File: config.mk
export PLATFORM = sky130hd
export DESIGN_NAME = mux_scan_ctrl
export DESIGN_NICKNAME = d
export VERILOG_FILES = /design/src/rtl/mux_scan_pkg.sv /design/src/rtl/mux_scan_next_ch.sv /design/src/rtl/mux_scan_ctrl.sv
export SDC_FILE = /design/constraint.sdc
export NUM_CORES = 1
export LEC_CHECK = 0
export ABC_AREA = 1
export CAP_MARGIN = 40
export CORE_MARGIN = 3
export CORE_UTILIZATION = 36
export CTS_CLUSTER_DIAMETER = 30
export DETAILED_ROUTE_END_ITERATION = 16
export PLACE_DENSITY = 0.7
export SYNTH_ARGS = -nofsm -noshare
export SYNTH_HDL_FRONTEND = slang
export SYNTH_SLANG_ARGS = --single-unit
File: constraint.sdc
create_clock -name clk_i -period 3.1 [get_ports clk_i]
set_clock_uncertainty 0.1 [all_clocks]
set_input_delay 0.31 -clock clk_i [delete_from_list [all_inputs] [get_ports clk_i]]
set_output_delay 0.31 -clock clk_i [all_outputs]
set_load 0.01 [all_outputs]
File: src/rtl/mux_scan_pkg.sv
// mux_scan_pkg: shared constants, state type and channel-finder helper for the mux scanner
package mux_scan_pkg;
  localparam int NUM_CH = 4;
  localparam int SEL_W = 2;
  typedef enum logic [1:0] {IDLE, SCAN, DONE} state_t;
  function automatic logic [SEL_W:0] next_ch(input logic [NUM_CH-1:0] mask, input int from);
    next_ch = '0;
    for (int i = NUM_CH - 1; i >= 0; i--)
      if (i > from && mask[i]) next_ch = {1'b1, SEL_W'(i)};
  endfunction
endpackage

File: src/rtl/mux_scan_next_ch.sv
// mux_scan_next_ch: lowest enabled channel strictly above cur, with a found flag
module mux_scan_next_ch
  import mux_scan_pkg::*;
(
  input  logic [NUM_CH-1:0] mask,
  input  logic [SEL_W-1:0]  cur,
  output logic [SEL_W-1:0]  nxt,
  output logic              valid
);
  assign {valid, nxt} = next_ch(mask, int'(cur));
endmodule

File: src/rtl/mux_scan_ctrl.sv
// mux_scan_ctrl: drives a 4:1 mux through enabled channels and samples its output per channel
module mux_scan_ctrl
  import mux_scan_pkg::*;
#(
  parameter int DWELL = 4
) (
  input  logic              clk_i,
  input  logic              rst_i,
  input  logic              start_i,
  input  logic [NUM_CH-1:0] data_in_i,
  input  logic [NUM_CH-1:0] ch_mask_i,
  input  logic              mux_out_i,
  output logic [NUM_CH-1:0] data_o,
  output logic [SEL_W-1:0]  sel_o,
  output logic [NUM_CH-1:0] sample_o,
  output logic              busy_o,
  output logic              done_o
);
  localparam int CW = $clog2(DWELL + 1);
  state_t state, state_n;
  logic [CW-1:0] cnt, cnt_n;
  logic [NUM_CH-1:0] mask, mask_n, data_n, sample_n;
  logic [SEL_W-1:0] sel_n, nxt;
  logic [SEL_W:0] first;
  logic busy_n, done_n, nxt_valid, dwell_end;
  mux_scan_next_ch u_next (.mask(mask), .cur(sel_o), .nxt(nxt), .valid(nxt_valid));
  assign first = next_ch(ch_mask_i, -1);
  assign dwell_end = cnt == CW'(DWELL - 1);
  // mux output is only trusted on the last dwell cycle; earlier cycles cover settling
  always_comb begin
    state_n = state;
    cnt_n = cnt;
    mask_n = mask;
    data_n = data_o;
    sel_n = sel_o;
    sample_n = sample_o;
    busy_n = busy_o;
    done_n = 1'b0;
    if (state == SCAN) begin
      cnt_n = dwell_end ? '0 : cnt + CW'(1);
      if (dwell_end) begin
        sample_n[sel_o] = mux_out_i;
        sel_n = nxt_valid ? nxt : sel_o;
        state_n = nxt_valid ? SCAN : DONE;
        busy_n = nxt_valid;
        done_n = !nxt_valid;
      end
    end else if (start_i) begin
      data_n = data_in_i;
      mask_n = ch_mask_i;
      sample_n = '0;
      cnt_n = '0;
      sel_n = first[SEL_W] ? first[SEL_W-1:0] : sel_o;
      state_n = first[SEL_W] ? SCAN : DONE;
      busy_n = first[SEL_W];
      done_n = !first[SEL_W];
    end else begin
      state_n = IDLE;
    end
  end
  always_ff @(posedge clk_i or posedge rst_i) begin
    if (rst_i) begin
      state <= IDLE;
      cnt <= '0;
      mask <= '0;
      data_o <= '0;
      sel_o <= '0;
      sample_o <= '0;
      busy_o <= 1'b0;
      done_o <= 1'b0;
    end else begin
      state <= state_n;
      cnt <= cnt_n;
      mask <= mask_n;
      data_o <= data_n;
      sel_o <= sel_n;
      sample_o <= sample_n;
      busy_o <= busy_n;
      done_o <= done_n;
    end
  end
endmodule

==> results.cfg <==
[run_status]
status = complete, no violations

[synthesis]
yosys-top-cells-count = 37 x nand2_1, 20 x dfrtp_1, 11 x inv_1
synth_most_common_cell = nand2_1
yosys-mux-area-fraction = 0
synth_edf_count = 0
synth_flop_cell = dfrtp_1
synth.distinct_cells = 24
synthArstFlopShare = 1.000
synth-seq-cells = 20
ys_top_cells_by_area = dfrtp_1 52%, nand2_1 14%, inv_1 4.3%
ys_warn_count = 0
synth_nets = 126
yosys.area_share.adder = 0.01295
synth_xor_area_frac = 0
synth_top_area_cell = dfrtp_1
syn_area_um2 = 965.9
synth_simple_gate_area_frac = 0.2863
synth_compound_area_frac = 0.1088
synth_top_area_share = 0.5181
synth_top_family_by_area = simple AND/OR/NAND/NOR gates
netlist_instances = 113
seq_area_frac_synth = 0.5181
syn_avg_cell_area_um2 = 8.548

[worst_setup_path]
ff2ff_path_depth = 8
r2r_slack_ns = 1.63
path_delay_family = buffers and inverters
rr_startpoint = cnt[0]
worstSetupPathType = reg -> out
worstPathArrival_ns = 1.38
r2r-end = sel_o[1]
cp_max_fo = 7
crit_required_ns = 2.69
crit_chain = clkdlybuf4s50_1
cpPeakStageDelay_ns = 0.59
crit_buf_inv = 1
cp-end-kind = output pin
cp-start-kind = flop
crit_slowest_cell = clkdlybuf4s50_1

[route]
routedWlPerCell_um = 11.87
viasPerCell = 4.870
drc = 0
drt.antenna.violating_nets = 0
drt-total-wl_um = 2006
drt_iter0_drc = 14
num_vias = 823
drtPass1Iterations = 4

[place]
dpl-instance-area_um2 = 1222
dp_hpwl_um = 1554
globalplace.congestion = 0.7303
io_buffers = 23

[final_layout]
fin_area_um2 = 1259
nets = 153
syn_to_final_growth_pct = 30.31
antenna_cells = 0
drive_gt1_frac = 0.1223

[floorplanning]
start_util = 0.3829
dieHeight_um = 57.80
row_count = 18
die_area_um2 = 3341
core_area_um2 = 2522
io_pins = 24
chipWidth_um = 57.80

[timing]
setup_viol = 0
final_hold_viol_count = 0
maxSlewViolCount = 0
setup_tns_ns = 0
fmax_mhz = 557.2
rsz0062_at_grt = false
tightestPinTransition_ns = 0.7662
worst_hold_slack_ns = 0.3412
slew_headroom = 0.4886
finalCritPeriodShare = 0.5790
post-route-min-period_ns = 1.795

[clock_network]
cts_sinks = 20
cts_resized = 0
path_clk_slew_ns = 0.11
clk_path_buf_depth = 2
cts_hold_buf = 0
numCtsBuffers = 3
clock_latency_ns = 0.29
cts_root_buffer = clkbuf_4
cts_tree = done
h-tree-depth = 1
cts_setup_buffers = 0

[grt]
grt_util_all_layers = 0.1387
antenna_found_initial = 0
grt_first_pass_wirelength_um = 3574
grt_pass1_vias = 812
grt_overflow = 0
grt_max_degree = 21

[power_and_ir_drop]
vdd_drop_max_mv = 0.5045
cellPowerDensity_nw_per_um2 = 960.7
p_leak_nw = 0.6269

[worst_hold_path]
hold_path_class = in -> async

[job]
maxCapViolations = 0
==> flip-flops by register name, indices dropped and copies added (netlist names) <==
register	count
data_o	4
sample_o	4
cnt	3
mask	3
sel_o	2
state	2
busy_o	1
done_o	1
==> final cells by class <==
type / count / area, um2
fill: 246 / 1264
sequential: 20 / 500.5
multi-input combinational: 76 / 394.1
timing repair buffer: 23 / 230.2
inverter: 16 / 60.06
tap: 30 / 37.54
clock buffer: 4 / 36.28
==> cell usage in the layout (no fill, tap or decap), types with 2 or more instances in the layout <==
cell | Yosys | layout
clkdlybuf4s50_1 | 0 | 23
o21ai_0 | 4 | 4
inv_1 | 11 | 11
nand2_1 | 37 | 37
o22ai_1 | 5 | 5
a21oi_1 | 3 | 3
nand4_2 | 2 | 2
o21ai_1 | 2 | 2
nand3_1 | 6 | 6
inv_2 | 4 | 4
nor2_1 | 5 | 5
nand2_2 | 2 | 2
dfrtp_1 | 20 | 20
clkbuf_4 | 0 | 3
==> where the power goes <==
part / internal [mW] / switching (mW)
Sequential: 0.370 / 0.0801
Combinational: 0.273 / 0.339
Clock: 0.0716 / 0.0757
Total: 0.715 / 0.495
==> how the worst max path moves through the flow <==
stage                        start        to  slack (ns)  cells after the start
after floorplan             cnt[0]  sel_o[1]        1.79                      8
after global placement     start_i   mask[3]        1.49                      6
after detailed placement   start_i   mask[1]        1.46                      6
after CTS                 sel_o[0]  sel_o[0]        1.28                      1
after global routing      sel_o[0]  sel_o[0]        1.23                      1
final                     sel_o[0]  sel_o[0]        1.31                      1
==> per-stage QoR <==
step	power (mW)	worst slack, ns	instances	utilization
2_1_floorplan	0.8487	1.794	113	-
3_3_place_gp	1.054	1.493	165	0.4846
3_5_place_dp	1.071	1.463	165	0.4846
4_1_cts	1.223	1.282	169	0.4990
5_1_grt	1.329	1.226	169	0.4990
6_report	1.209	1.305	169	0.4990
==> cells by family after synthesis <==
kind of cell             Yosys count
buffers and inverters             17
adder cells (fa/ha/maj)            1
AO/OA/AOI/OAI                     17
AND/OR/NAND/NOR                   58
flip-flops                        20
==> per-layer routing <==
layer  vias to the layer above  part of all wire  global-route usage
li1                        416                 -                   -
met1                       378              0.46              0.1794
met2                        29              0.47              0.2258
met3                         0             0.067             0.05345
met4                         0                 0             0.01987
met5                         -                 0                   0
Note: power is estimated with default switching activity, not from simulation.
